$ cat src/rtl/wallace_mac_sequencer.sv
// Multiply-accumulate job sequencer that feeds an external 8x8 Wallace tree multiplier.
// It accepts len operand pairs per job, accumulates the products and hands the sum over with a valid/ready handshake.
module wallace_mac_sequencer #(
    parameter int ACC_W = 24,
    parameter int LEN_W = 8
) (
    input  logic             clk,
    input  logic             rst,
    input  logic             start,
    input  logic [LEN_W-1:0] len,
    input  logic             in_valid,
    output logic             in_ready,
    input  logic [7:0]       a,
    input  logic [7:0]       b,
    output logic [7:0]       mul_a,
    output logic [7:0]       mul_b,
    input  logic [15:0]      mul_p,
    output logic             out_valid,
    input  logic             out_ready,
    output logic [ACC_W-1:0] acc_out,
    output logic             overflow,
    output logic             busy
);

    typedef enum logic [1:0] {
        IDLE  = 2'd0,
        RUN   = 2'd1,
        DRAIN = 2'd2,
        DONE  = 2'd3
    } state_t;

    state_t           state;
    logic [LEN_W-1:0] remaining;
    logic             p_vld;
    logic [ACC_W-1:0] acc;
    logic             ovf;
    logic             xfer;
    logic [ACC_W:0]   acc_sum;

    assign xfer    = in_valid && in_ready;
    // One extra bit keeps the carry out of the accumulator for the sticky overflow flag.
    assign acc_sum = {1'b0, acc} + {{(ACC_W + 1 - 16){1'b0}}, mul_p};

    assign acc_out  = acc;
    assign overflow = ovf;

    always_ff @(posedge clk or posedge rst) begin
        if (rst) begin
            state     <= IDLE;
            remaining <= '0;
            p_vld     <= 1'b0;
            mul_a     <= '0;
            mul_b     <= '0;
            acc       <= '0;
            ovf       <= 1'b0;
            in_ready  <= 1'b0;
            out_valid <= 1'b0;
            busy      <= 1'b0;
        end else begin
            // NOTE: non-blocking assignments throughout; where the job-start clear below
            // also writes acc/ovf, the later assignment in this block takes effect.
            p_vld <= xfer;
            if (xfer) begin
                mul_a <= a;
                mul_b <= b;
            end
            if (p_vld) begin
                acc <= acc_sum[ACC_W-1:0];
                if (acc_sum[ACC_W]) begin
                    ovf <= 1'b1;
                end
            end

            // Handshake outputs are registered from the next state, so they always match it.
            unique case (state)
                IDLE: begin
                    if (start) begin
                        acc       <= '0;
                        ovf       <= 1'b0;
                        busy      <= 1'b1;
                        remaining <= len;
                        if (len != '0) begin
                            state    <= RUN;
                            in_ready <= 1'b1;
                        end else begin
                            state     <= DONE;
                            out_valid <= 1'b1;
                        end
                    end
                end
                RUN: begin
                    if (xfer) begin
                        remaining <= remaining - 1'b1;
                        if (remaining == {{(LEN_W - 1){1'b0}}, 1'b1}) begin
                            state    <= DRAIN;
                            in_ready <= 1'b0;
                        end
                    end
                end
                DRAIN: begin
                    // The last product is added at this edge through p_vld.
                    state     <= DONE;
                    out_valid <= 1'b1;
                end
                DONE: begin
                    if (out_ready) begin
                        state     <= IDLE;
                        out_valid <= 1'b0;
                        busy      <= 1'b0;
                    end
                end
                default: begin
                    state     <= IDLE;
                    in_ready  <= 1'b0;
                    out_valid <= 1'b0;
                    busy      <= 1'b0;
                end
            endcase
        end
    end

endmodule

$ cat config.mk
export PLATFORM = sky130hd
export DESIGN_NAME = wallace_mac_sequencer
export DESIGN_NICKNAME = d
export VERILOG_FILES = /design/src/rtl/wallace_mac_sequencer.sv
export SDC_FILE = /design/constraint.sdc
export NUM_CORES = 1
export LEC_CHECK = 0
export CAP_MARGIN = 20
export CORE_ASPECT_RATIO = 0.7
export CORE_UTILIZATION = 44
export CTS_CLUSTER_SIZE = 8
export DETAILED_ROUTE_END_ITERATION = 10
export PLACE_DENSITY = 0.79
export RECOVER_POWER = 100
export REMOVE_ABC_BUFFERS = 1
export SYNTH_ARGS = -nofsm -noshare
export SYNTH_HDL_FRONTEND = slang
export SYNTH_SLANG_ARGS = --single-unit
$ cat constraint.sdc
create_clock -name clk -period 2.2 [get_ports clk]
set_clock_uncertainty 0.05 [all_clocks]
set_input_delay 0.33 -clock clk [delete_from_list [all_inputs] [get_ports clk]]
set_output_delay 0.33 -clock clk [all_outputs]
set_load 0.01 [all_outputs]
# == Yosys cells after proc, flatten, opt, wreduce, memory -nomap -nowiden ==
# Index checks and enable logic that the tools add are counted.
# totals
reg_bits,55
inputBits,45
out_inout_bits,44
wordCells,60
# op_classes
addsub,2
n_eq_ne,10
n_mux,27
reduce_logical,11
# op_table
operator,n
$mux 24,3
$add 24x16->25,1
$mux 8,2
$pmux 8 s2,1
$mux 1,12
$ne 2x2->1 const B,6
$mux 2,5
$eq 8x1->1 const B,1
$pmux 2 s4,1
$reduce_and 4->1,2
$reduce_bool 8->1,1
$sub 8x1->8 const B,1
$reduce_and 3->1,2
$reduce_and 5->1,1
$eq 2x2->1 const B,2
$pmux 1 s2,2
$reduce_bool 2->1,2
$pmux 1 s3,1
$reduce_bool 3->1,1
$eq 2x1->1 const B,1
$logic_not 2->1,1
$logic_and 1x1->1,1

# == Depth between registers and ports, before layout ==
# depth
ltp_word,5
ltp_mapped,9
depth_no_buf,8

# == Least setup slack after synthesis ==
# No wires, ideal clock.
# synth_timing
path_type,reg2reg
start,"register acc[0], in the netlist acc_out[0]"
end,"register acc[18], in the netlist acc_out[18]"
setup_time_ns,0.078
arrival_time_ns,2.029
required_time_ns,2.072
setup_slack_ns,0.044
path_stages_with_launch,9
path_buffers,0
synth_period_minus_slack_ns,2.156
cell_sequence,dfrtp_1 ha_1 fa_1 a211oi_1 or2_1 a211o_1 a31oi_4 a21o_1 a21oi_1
# synth_via
elab_chain_len,4
# synth_rtl
item,line_no,text
"start, declared",35,logic [ACC_W-1:0] acc;
"start signal, assigned",68,acc <= acc_sum[ACC_W-1:0];
$add 24x16->25 (*),42,"assign acc_sum = {1'b0, acc} + {{(ACC_W + 1 - 16){1'b0}}, mul_p};"
$mux 24 (*),67,if (p_vld) begin
$mux 24,77,if (start) begin
$mux 24 (*),75,unique case (state)
# Mark *: on every way between the ends. The rest lies on a longest branch, timed or not.
# A chain may end at the register's enable or synchronous reset.

# == Final worst setup path ==
# layout_timing
start,input mul_p[4]
end,"register acc[17], in the netlist acc_out[17]"
# layout_via
elab_chain_len,4
# layout_rtl
item,line_no,text
"start, declared",17,"input logic [15:0] mul_p,"
$add 24x16->25 (*),42,
$mux 24 (*),67,
$mux 24,77,
$mux 24 (*),75,
# Marks and branches as above.

==> metrics.md <==
| Metric | Value |
|---|---|
| Filler Cell Count | 581 |
| Slowest-stage cell, CP | clkdlybuf4s50_1 |
| CP Data Required Time | around 2.4 ns |
| P_leak | 2.19 nW |
| Nets | 547 |
| Yosys cell types | 48 |
| Die Height | approximately 75 µm |
| Die X | between 100 and 150 µm |
| Synth area leaders | dfrtp_1 41%, ha_1 8.3%, a21oi_1 5.4% |
| Post-Synthesis Cells | 353 |
| Number of global-route vias before repair | about 2900 |
| Sw Share | 41.2% |
| DRC | 0 |
| GR Overflow Total | 0 |
| Initial antenna violation count | 0 |
| Hold_ws | 0.457 ns |
| First-pass GRT wire length | roughly 14 mm |
| Core area | 7320 µm² |
| Clk_lat worst skew | 0.31 ns |
| Max-Cap Viols | 0 |
| Post-route ant nets | 0 |
| CP Capture Type | flip-flop |
| Placer congestion estimate | 0.831 |
| Area of the multi-input gates | 2010 µm² |
| Post-synth EDFFs | 0 |
| Yosys warns | 0 |
| Fraction of registers with async set or reset after synthesis | 100% |
| Initial Util | 45.5% |
| Most common cell in the netlist | dfrtp_1 |
| Routed vias/inst | 5.46 |
| Combinational power share | between 60 and 70% |
| Main flop type after synthesis | dfrtp_1 |
| Slew Limit Headroom | 8.22% |
| PD cells | 1240 nW/µm² |
| HPWL Detailed | 6.48 mm |
| Die area | ~7900 µm² |
| Pin count of the biggest net entering global routing | 56 |
| Internal cell power | 3.56 mW |
| CTS sink count | 55 |
| CP max stage delay | 0.50 ns |
| Area of all placed cells without fillers | 4860 µm² |
| Ports | 89 |
| Clock Tree Root | clkbuf_8 |
| Finished Core Util | 66.5% |
| Clock network power share | 11.0% |
| CTS tree | done |
| Crit share post-route | 99.2% |
| CTS Buffer Depth | 2 |
| Critical-path maximum fanout | 5 |
| Drt pass-1 iters | 4 |
| Fmax | 458 MHz |
| CTS H-tree depth | 2 |
| Routed vias | between 3000 and 4000 |
| DP Area | 4570 µm² |
| Area share of the largest cell type after synthesis | 41.3% |
| Starting DRC count in detailed routing | roughly 140 |
| Share of post-route cells with drive strength above 1 | 18.0% |
| Min-Delay Path Class | flip-flop to flip-flop |
| P&R area growth vs syn | 46.1% |
| CTS clk-pin slew, worst paths | 0.10 ns |
| Endpoints failing hold | 0 |
| Register Area | 1380 µm² |
| PortBufs | 88 |
| Net Switching | 2.49 mW |
| Status | completed |
| Yosys top cell by area | dfrtp_1 |
| Total GRT Usage | between 20% and 30% |
| Critical-path cell list | clkdlybuf4s50_1 > ha_4 > buf_4 > nand3_1 > o211ai_1 > and2b_2 > o211a_4 > o211ai_1 > mux2i_1 |
| Most used cell, CP | o211ai_1 |
| Hold-fix buffer count after cts | 0 |
| Routed WL | 8.87 mm |
| RSZ-0062 raised after global routing | true |
| Cts bufs inserted | 5 |
| Setup-failing EPs final | 0 |
| CP arrival | ~2.4 ns |
| Sequential area share after synthesis | 41.3% |
| Type of the worst setup path | primary input to flip-flop |
| Worst-Margin Slew | 1.38 ns |
| Core Rows | 26 |
| Drt wl/cell | roughly 15 µm |
| Final Max Tran Viols | 0 |
| Synth cell count leaders | 55 x dfrtp_1, 36 x a21oi_1, 29 x nand2_1, 26 x nor2_1, 26 x o21ai_0 |
| VDD IR max | 0.000650 V |
| FF+latch count, synth | 55 |
| Reg power frac | 27.3% |
| Syn avg cell area | between 9 and 10 µm² |
| Critical Path Start Type | primary input |
| Cell Area, Synth | between 3000 and 4000 µm² |
| Min Tclk post-route | about 2.2 ns |
| N_diodes | 0 |
## critical path: cells and delay by family
kind	cells	cell delay, ns
AO/OA/AOI/OAI	3	0.65
adder cells (fa/ha/maj)	1	0.21
buffers and inverters	2	0.64
multiplexers	1	0.20
AND/OR/NAND/NOR	2	0.34
## per-stage QoR
step / power, mW / cells / TNS (ns) / setup WS, ns
3_5_place_dp: 5.08 / 563 / -6.36 / -0.460
5_1_grt: 6.50 / 577 / -0.708 / -0.0826
3_3_place_gp: 4.95 / 563 / -5.13 / -0.371
6_report: 6.04 / 577 / 0 / 0.0170
2_1_floorplan: 3.59 / 340 / -0.0155 / -0.0155
4_1_cts: 5.91 / 574 / -0.0636 / -0.0251
## state kept, by name (all words and copies together), names as in the netlist
register	flops
acc_out	24
busy	1
in_ready	1
mul_a	8
mul_b	8
out_valid	1
overflow	1
p_vld	1
remaining	8
state	2
## kinds of logic (layout without fill, tap and decap cells)
kind of cell	after synthesis	count (layout)	share of synthesized area, %
AO/OA/AOI/OAI	103	103	19.2
XOR/XNOR	10	10	2.63
adder cells (fa/ha/maj)	23	23	8.87
buffers and inverters	28	154	3.27
flip-flops	55	55	41.3
multiplexers	28	28	9.02
AND/OR/NAND/NOR	106	106	15.6
## power groups by stage
stage / Sequential, mW / Clock [mW] / Combinational (mW)
2_1_floorplan: 1.69 / 0 / 1.90
4_1_cts: 1.63 / 0.679 / 3.60
3_5_place_dp: 1.63 / 0 / 3.45
6_report: 1.65 / 0.663 / 3.73
5_1_grt: 1.69 / 0.716 / 4.09
3_3_place_gp: 1.62 / 0 / 3.33
## metal layers
layer | share of wire [%] | up-vias | GRT usage (%)
met5 | 0 | - | 0
met1 | 47 | 1547 | 30.8
li1 | - | 1527 | -
met3 | 3.9 | 7 | 3.03
met4 | 0.98 | 0 | 5.09
met2 | 48 | 70 | 35.7
## placed cells by master, fill, tap and decap left out, types with 5 or more instances in the layout
| cell | n |
|---|---|
| xnor2_1 | 6 |
| dlygate4sd3_1 | 43 |
| clkbuf_8 | 5 |
| a31oi_1 | 7 |
| a21o_1 | 6 |
| ha_4 | 8 |
| o21ai_0 | 21 |
| a21oi_1 | 33 |
| nand2_1 | 28 |
| mux2_2 | 16 |
| clkdlybuf4s50_1 | 42 |
| o21ai_1 | 5 |
| dfrtp_1 | 55 |
| nand3_1 | 14 |
| nor2_1 | 26 |
| inv_1 | 14 |
| mux2i_1 | 12 |
| nor3_1 | 5 |
| nand2b_1 | 7 |
| buf_4 | 38 |
| ha_1 | 14 |
## path summary, 6_finish.rpt
check	cells past startpoint	slack [ns]	endpoint	start
max reg2reg	7	0.03	acc_out[17]	acc_out[1]
min	1	0.46	mul_b[2]	mul_b[2]
max in group asynchronous	3	0.41	remaining[6]	rst
min reg2reg	1	0.46	mul_b[2]	mul_b[2]
min in group asynchronous	3	0.87	acc_out[6]	rst
max	9	0.02	acc_out[17]	mul_p[4]
## what timing repair did
action / in CTS / in global routing
hold endpoints to repair: 0 / 0
setup buffers: 4 / 3
pin swaps: 9 / 17
setup endpoints to repair: 12 / 15
resized for setup: 14 / 18
## layout make-up
class | count | share of cell area, %
clock buffer | 6 | 1.49
sequential | 55 | 28.3
inverter | 15 | 1.16
timing repair buffer | 132 | 24.7
tap | 98 | 2.52
clock inverter | 1 | 0.617
multi-input combinational | 270 | 41.2
(Power assumes the default switching activity.)
